## src/rtl/vram_port_arbiter.sv

```systemverilog
// -----------------------------------------------------------------------------
// vram_port_arbiter
//
// Shares one single-port board-cell RAM between the pixel renderer and the
// game logic, in the clk_vga domain.
//   - Renderer reads have absolute priority and a fixed latency of
//     1+RAM_LAT cycles from rd_req to rd_valid.
//   - Game-logic writes use valid/ready. They can optionally be held off
//     until vertical blanking so that the visible frame never tears.
//   - A sticky starvation flag and a per-frame write count feed the debug
//     LEDs and the 7-segment display.
//
// RAM_LAT must be 1 or 2 (the RAM read latency after ram_addr).
//
// Ports
//   clk_vga            pixel clock
//   reset_n            asynchronous reset, active-low
//   vblank             high during vertical blanking
//   frame_start        one-cycle pulse at the first cycle of each frame
//   rd_req/rd_addr     renderer read request and address
//   rd_data/rd_valid   read data; it holds its value between rd_valid pulses
//   wr_valid/wr_addr/wr_data/wr_ready
//                      game-logic write handshake; wr_ready is combinational
//   ram_addr/ram_we/ram_wdata
//                      registered RAM port
//   ram_rdata          RAM read data, RAM_LAT cycles after ram_addr
//   starve_flag        sticky write-starvation flag, cleared by frame_start
//   last_frame_writes  writes accepted during the previous frame
// -----------------------------------------------------------------------------
module vram_port_arbiter #(
  parameter int ADDR_W        = 8,
  parameter int DATA_W        = 16,
  parameter int RAM_LAT       = 1,
  parameter int STARVE_LIMIT  = 64,
  parameter bit WR_BLANK_ONLY = 1'b1
) (
  input  logic              clk_vga,
  input  logic              reset_n,
  input  logic              vblank,
  input  logic              frame_start,
  input  logic              rd_req,
  input  logic [ADDR_W-1:0] rd_addr,
  output logic [DATA_W-1:0] rd_data,
  output logic              rd_valid,
  input  logic              wr_valid,
  input  logic [ADDR_W-1:0] wr_addr,
  input  logic [DATA_W-1:0] wr_data,
  output logic              wr_ready,
  output logic [ADDR_W-1:0] ram_addr,
  output logic              ram_we,
  output logic [DATA_W-1:0] ram_wdata,
  input  logic [DATA_W-1:0] ram_rdata,
  output logic              starve_flag,
  output logic [15:0]       last_frame_writes
);

  localparam int VLD_DEPTH = 1 + RAM_LAT;

  localparam logic [1:0] GNT_IDLE = 2'd0;
  localparam logic [1:0] GNT_RD   = 2'd1;
  localparam logic [1:0] GNT_WR   = 2'd2;

  localparam logic [7:0]  STALL_MAX   = 8'hFF;
  localparam logic [7:0]  STARVE_LIM8 = 8'(STARVE_LIMIT);
  localparam logic [15:0] WR_CNT_MAX  = 16'hFFFF;

  // ---------------------------------------------------------------------------
  // Grant
  // ---------------------------------------------------------------------------
  logic [1:0] grant;
  logic       wr_window;
  logic       wr_acc;
  logic       wr_stall;

  assign wr_window = (WR_BLANK_ONLY == 1'b0) || vblank;

  // The grant is gated by reset_n so that wr_ready stays low while the block
  // is held in reset, even if a writer is already presenting a request.
  always_comb begin
    grant = GNT_IDLE;
    if (!reset_n) begin
      grant = GNT_IDLE;
    end else if (rd_req) begin
      grant = GNT_RD;
    end else if (wr_valid && wr_window) begin
      grant = GNT_WR;
    end
  end

  assign wr_ready = (grant == GNT_WR);
  assign wr_acc   = wr_valid && wr_ready;
  assign wr_stall = wr_valid && !wr_ready;

  // ---------------------------------------------------------------------------
  // Registered RAM port. ram_wdata changes only on a write, which keeps the
  // data bus quiet during read bursts.
  // ---------------------------------------------------------------------------
  always_ff @(posedge clk_vga or negedge reset_n) begin
    if (!reset_n) begin
      ram_addr  <= '0;
      ram_we    <= 1'b0;
      ram_wdata <= '0;
    end else begin
      case (grant)
        GNT_RD: begin
          ram_addr <= rd_addr;
          ram_we   <= 1'b0;
        end
        GNT_WR: begin
          ram_addr  <= wr_addr;
          ram_wdata <= wr_data;
          ram_we    <= 1'b1;
        end
        default: begin
          ram_we <= 1'b0;
        end
      endcase
    end
  end

  // ---------------------------------------------------------------------------
  // Read return path
  // Stage 0 covers the cycle in which ram_addr is presented. The last stage
  // lines up with ram_rdata, so every issued read returns exactly once, in
  // issue order, and back-to-back reads give back-to-back rd_valid pulses.
  // ---------------------------------------------------------------------------
  logic [VLD_DEPTH-1:0] vld_sr;
  logic [DATA_W-1:0]    rd_hold;

  always_ff @(posedge clk_vga or negedge reset_n) begin
    if (!reset_n) begin
      vld_sr <= '0;
    end else begin
      vld_sr <= {vld_sr[VLD_DEPTH-2:0], grant == GNT_RD};
    end
  end

  assign rd_valid = vld_sr[VLD_DEPTH-1];

  // RAM data passes straight through in the valid cycle. rd_hold keeps that
  // value so rd_data stays stable until the next return.
  always_ff @(posedge clk_vga or negedge reset_n) begin
    if (!reset_n) begin
      rd_hold <= '0;
    end else if (rd_valid) begin
      rd_hold <= ram_rdata;
    end
  end

  assign rd_data = rd_valid ? ram_rdata : rd_hold;

  // ---------------------------------------------------------------------------
  // Write starvation
  // The flag is set only on the cycle in which the stall count reaches the
  // limit. A frame_start during a long ongoing stall therefore clears the
  // flag, and the flag is not set again until a new stall run reaches the
  // limit.
  // ---------------------------------------------------------------------------
  logic [7:0] stall_cnt;
  logic [7:0] stall_nxt;
  logic       starve_set;

  always_comb begin
    stall_nxt = 8'd0;
    if (wr_stall) begin
      stall_nxt = (stall_cnt == STALL_MAX) ? stall_cnt : stall_cnt + 8'd1;
    end
  end

  assign starve_set = wr_stall && (stall_cnt != STARVE_LIM8) &&
                      (stall_nxt == STARVE_LIM8);

  always_ff @(posedge clk_vga or negedge reset_n) begin
    if (!reset_n) begin
      stall_cnt   <= 8'd0;
      starve_flag <= 1'b0;
    end else begin
      stall_cnt <= stall_nxt;
      if (starve_set) begin
        starve_flag <= 1'b1;
      end else if (frame_start) begin
        starve_flag <= 1'b0;
      end
    end
  end

  // ---------------------------------------------------------------------------
  // Per-frame write counter. A write accepted in the frame_start cycle still
  // belongs to the frame that is ending.
  // ---------------------------------------------------------------------------
  logic [15:0] wr_cnt;
  logic [15:0] wr_cnt_inc;

  always_comb begin
    wr_cnt_inc = wr_cnt;
    if (wr_acc && (wr_cnt != WR_CNT_MAX)) begin
      wr_cnt_inc = wr_cnt + 16'd1;
    end
  end

  always_ff @(posedge clk_vga or negedge reset_n) begin
    if (!reset_n) begin
      wr_cnt            <= 16'd0;
      last_frame_writes <= 16'd0;
    end else if (frame_start) begin
      last_frame_writes <= wr_cnt_inc;
      wr_cnt            <= 16'd0;
    end else begin
      wr_cnt <= wr_cnt_inc;
    end
  end

endmodule

```

## config.mk

```make
export PLATFORM = sky130hd
export DESIGN_NAME = vram_port_arbiter
export DESIGN_NICKNAME = d
export VERILOG_FILES = /design/src/rtl/vram_port_arbiter.sv
export SDC_FILE = /design/constraint.sdc
export NUM_CORES = 1
export LEC_CHECK = 0
export CAP_MARGIN = 20
export CORE_ASPECT_RATIO = 0.75
export CORE_MARGIN = 10
export CORE_UTILIZATION = 41
export CTS_CLUSTER_DIAMETER = 200
export DETAILED_ROUTE_END_ITERATION = 8
export GPL_ROUTABILITY_DRIVEN = 0
export GPL_TIMING_DRIVEN = 0
export PLACE_DENSITY = 0.72
export SLEW_MARGIN = 20
export SYNTH_ARGS = -nofsm -noshare
export SYNTH_HDL_FRONTEND = slang
export SYNTH_SLANG_ARGS = --single-unit
```

## constraint.sdc

```tcl
create_clock -name clk_vga -period 2.3 [get_ports clk_vga]
set_input_delay 0.345 -clock clk_vga [delete_from_list [all_inputs] [get_ports clk_vga]]
set_output_delay 0.345 -clock clk_vga [all_outputs]
set_load 0.02 [all_outputs]
```

**Word-level counts from Yosys, hierarchy flattened**

Index checks and enable logic that the tools add are counted.

- Register bits: 84
- Output and inout bits: 60
- Logic and storage cells: 38

- $add $sub $neg: 2
- Equality and inequality tests: 6
- Mux-type cells: 12
- Reduce and logical (&&, ||, !) cells: 9

Operator list:

| operator | number |
|---|---|
| $mux 16 | 3 |
| $add 16x1->16 const B | 1 |
| $mux 8 | 2 |
| $ne 16x16->1 const B | 1 |
| $pmux 8 s2 | 1 |
| $add 8x1->8 const B | 1 |
| $eq 8x7->1 const B | 1 |
| $eq 8x8->1 const B | 1 |
| $ne 8x7->1 const B | 1 |
| $logic_and 1x1->1 | 6 |
| $mux 2 | 3 |
| $reduce_bool 2->1 | 2 |
| $mux 1 | 3 |
| $eq 2x1->1 const B | 1 |
| $eq 2x2->1 const B | 1 |
| $logic_not 1->1 | 1 |

**Logic depth before layout (Yosys ltp)**

Gate-level depths: netlist (run 1).

- Depth in word-level cells: 11
- Depth in mapped cells: 7

**Least setup slack after synthesis (run 1)**

No wires, ideal clock.

- Path kind: register to register
- Start point: reg stall_cnt[0]
- End point: reg starve_flag
- Setup time: 0.092 ns
- Data arrival time: 2.006 ns
- Slack: 0.202 ns
- Stages on the path, launching flop included: 6
- Clock period less this slack: 2.098 ns
- Cells stage by stage: dfrtp_1 > ha_1 > or4_1 > and3_4 > or4b_4 > o31ai_2

- Longest elaborated chain between the ends: 6
- Elaborated cells on any way between the ends: 10

Ends and longest elaborated chain:

| item | line | text |
|---|---|---|
| start, declared | 159 | `logic [7:0] stall_cnt;` |
| start signal, assigned | 178 | `stall_cnt <= stall_nxt;` |
| $add 8x1->8 / $eq 8x8->1 (equally long branches) | 166 | `stall_nxt = (stall_cnt == STALL_MAX) ? stall_cnt : stall_cnt + 8'd1;` |
| $mux 8 (*) | 166 |  |
| $mux 8 (*) | 165 | `if (wr_stall) begin` |
| named net stall_nxt[7] | 160 | `logic [7:0] stall_nxt;` |
| $eq 8x7->1 (*) | 171 | `(stall_nxt == STARVE_LIM8);` |
| $logic_and 1x1->1 (*) | 170 | `assign starve_set = wr_stall && (stall_cnt != STARVE_LIM8) &&` |
| $mux 1 / $reduce_bool 2->1 (equally long branches) | - |  |
| end signal, assigned | 176 | `starve_flag <= 1'b0;` |
| end signal, assigned | 180 | `starve_flag <= 1'b1;` |
| end signal, assigned | 182 | `starve_flag <= 1'b0;` |
| end, declared | 53 | `output logic starve_flag,` |

Mark *: on every way through the listed nets, which the timed path passes. The rest lies on a longest branch.
A chain may end at the register's enable or synchronous reset.

**Worst setup path in the final report (run 1)**

Ends and elaborated chain as after synthesis.

==> flow_metrics.py, run 1 <==
metrics = {
    "outcome": {
        "status": "completed",
    },
    "timing": {
        "finalSetupViolCount": 0,
        "fin_crit_sh_pct": 94.5,
        "max_slew_margin_pct": 64.4,
        "tightest_slew_ns": 0.534,
        "setup_ws_ns": 0.125,
        "skew_ns": 0.00517,
        "period_minus_slack_ns": 2.17,
        "max_freq_mhz": 460,
        "hold_violations": 0,
        "maxSlewViolCount": 0,
        "hold_ws_ns": 0.0550,
        "fin_setup_tns_ns": 0,
        "rsz0062_at_grt": "false",
    },
    "synth": {
        "synth_ff_type": "dfrtp_1",
        "synthesis.area_um2": 3590,
        "syn_avg_cell_area_um2": 10.7,
        "synthArstFlopShare_pct": 100,
        "synthesis.nets": 393,
        "synth_warnings": 0,
        "yosysSeqAreaShare_pct": 58.6,
        "ys_ff_latch": 84,
        "ys_types": 45,
        "synth_edf_count": 0,
        "syn_inst": 336,
    },
    "global_routing": {
        "grtUsageTotal_pct": 15.4,
        "grt_max_degree": 37,
        "grt_pass1_vias": 3055,
        "antenna_found_initial": 0,
        "grt_overflow": 0,
        "grt_pass1_wl_um": 15900,
    },
    "critical_path": {
        "critical_path_class": "flop to flop",
        "startpoint_type": "flop",
        "worst_setup_path_end_kind": "flop",
        "required_ns": 2.55,
        "cp.arrival_ns": 2.42,
        "critPathMaxFanout": 7,
    },
    "clock_tree": {
        "clk-insertion-delay-late_ns": 0.34,
        "clk_pin_slew_worst_paths_ns": 0.06,
        "cts-htree-levels": 3,
        "cts_tree": "done",
        "numCtsBuffers": 9,
        "cts_sinks": 84,
        "cts_max_path_buffers": 2,
        "clockRootBuffer": "clkbuf_16",
    },
    "floorplan": {
        "die_height_um": 101,
        "std_cell_rows": 29,
        "ios": 114,
        "die_area_um2": 12900,
        "coreArea_um2": 8490,
        "start_util_pct": 42.2,
        "die_x_um": 128,
    },
    "routing": {
        "ant_nets": 0,
        "wl_per_cell_um": 16.9,
        "drt_iter0_markers": 168,
        "viasPerCell": 4.97,
        "post-route-drc-count": 0,
        "vias": 2862,
        "first_pass_iters": 4,
        "wl_um": 9720,
    },
    "pwr": {
        "leakagePower_nw": 2.30,
        "vdd_ir_drop_max_v": 0.000549,
        "power.density_nw_per_um2": 748,
        "p_total_mw": 3.96,
    },
    "cells_and_area": {
        "layout.nets": 521,
        "antenna_cells": 0,
        "area_growth_pct": 47.4,
        "mostFrequentLayoutCells": "clkdlybuf4s50_1, dfrtp_1, nand2_1",
        "drive_above_1_share_pct": 10.3,
        "final_common_cell": "clkdlybuf4s50_1",
        "num-fill-cells": 709,
    },
    "place": {
        "hpwl_um": 7080,
        "place_ws_ns": -0.857,
        "portBuffers": 112,
    },
    "flow_run": {
        "max_cap_violations": 0,
    },
    "hold_path": {
        "hold_path.class": "input port to asynchronous set/reset pin",
    },
}
==> final cells by class <==
type	instances	area, um^2	share of cell area, %
buffer	12	63.8	1.21
clock buffer	10	239	4.52
clock inverter	5	61.3	1.16
inverter	9	36.3	0.686
multi-input combinational	229	1400	26.5
sequential	84	2100	39.8
tap	108	135	2.56
timing repair buffer	119	1250	23.6
==> cells by family (layout without fill, tap and decap cells) <==
kind of cell,count (synthesis),in the layout,synth area share [%]
and+or+nand+nor,146,146,19.4
DFF,84,84,58.6
AOI/OAI and AO/OA,38,38,6.28
muxes,28,28,8.41
buffers and inverters,23,155,2.83
xor gates and xnor gates,14,14,3.42
adders and majority gates,3,3,1.05
==> metrics by stage <==
step / cells / util [%] / area (um^2)
after CTS: 576 / 62.1 / 5270
after global routing: 576 / 62.3 / 5290
after global placement: 556 / 57.0 / 4840
final: 576 / 62.3 / 5290
after detailed placement: 557 / 57.3 / 4870
after floorplan: 336 / - / 3590
==> state kept, by name, indices dropped and copies added (netlist names) <==
| signal | flops |
|---|---|
| starve_flag | 1 |
| vld_sr | 2 |
| ram_addr | 8 |
| ram_wdata | 16 |
| last_frame_writes | 16 |
| ram_we | 1 |
| stall_cnt | 8 |
| rd_hold | 16 |
| wr_cnt | 16 |
==> layer usage <==
| layer | global-route usage, % | wire length [um] | share of wire [%] |
|---|---|---|---|
| met5 | 0 | 0 | 0 |
| met4 | 5.09 | 130 | 1.3 |
| met3 | 5.89 | 671 | 6.9 |
| met2 | 25.0 | 4640 | 48 |
| met1 | 18.6 | 4280 | 44 |
==> report_power, final <==
part | switching, mW | internal [mW] | leakage, nW
logic | 0.410 | 0.401 | 1.09
registers | 0.0706 | 1.62 | 1.07
clock network | 0.586 | 0.868 | 0.137
==> synth_stat cells (2+ instances only) <==
cell type	instances	area (um^2)
nor4b_2	2	30.0
nor3_1	6	30.0
dfrtp_1	84	2100
ha_1	3	37.5
buf_6	2	22.5
mux2_2	7	78.8
nand4_1	5	31.3
a31oi_1	3	18.8
nor4_1	4	25.0
o21ai_1	9	45.0
nand3_1	3	15.0
nand2_1	65	244
inv_1	7	26.3
mux2_1	10	113
nor4b_1	2	17.5
xnor2_1	14	123
or3_1	4	25.0
nor2_1	40	150
mux2i_1	11	110
a21oi_1	17	85.1
clkbuf_1	12	45.0
o21ai_0	2	10.0
or4_1	2	15.0
==> final timing paths <==
path,to,cells past startpoint,slack (ns),startpoint
worst min register to register,vld_sr[1],0,0.36,vld_sr[0]
max in group asynchronous,wr_cnt[10],3,2.06,reset_n
worst max-delay path,starve_flag,5,0.13,stall_cnt[0]
worst min-delay path,ram_wdata[2],3,0.06,reset_n
min in group clk_vga,vld_sr[1],0,0.36,vld_sr[0]
worst max register to register,starve_flag,5,0.13,stall_cnt[0]
==> timing repair <==
action                                  CTS  global route
endpoints found under the hold margin    36             0
pin swaps                                 1             0
hold buffers                              3             0
cloned                                    1             0
resized for setup                        17             4
endpoints found under the setup margin   23             7
setup buffers                             2             0
==> worst max-delay path, stage by stage (launching register included) <==
cell and delay (ns):
dfrtp_1 0.46, ha_2 0.25, or4_1 0.51, and3_4 0.18
or4b_4 0.49, o31ai_2 0.18
No activity file was read; power rests on OpenSTA's default activity.
==> run 2: changes to the inputs <==
--- a/config.mk
+++ b/config.mk
@@ -5,6 +5,7 @@
 export SDC_FILE = /design/constraint.sdc
 export NUM_CORES = 1
 export LEC_CHECK = 0
+export ABC_CLOCK_PERIOD_IN_PS = 2300
 export CAP_MARGIN = 20
 export CORE_ASPECT_RATIO = 0.75
 export CORE_MARGIN = 10
==> results of run 2 <==
No change in the layout: final DEF, timing and power equal those of run 1.
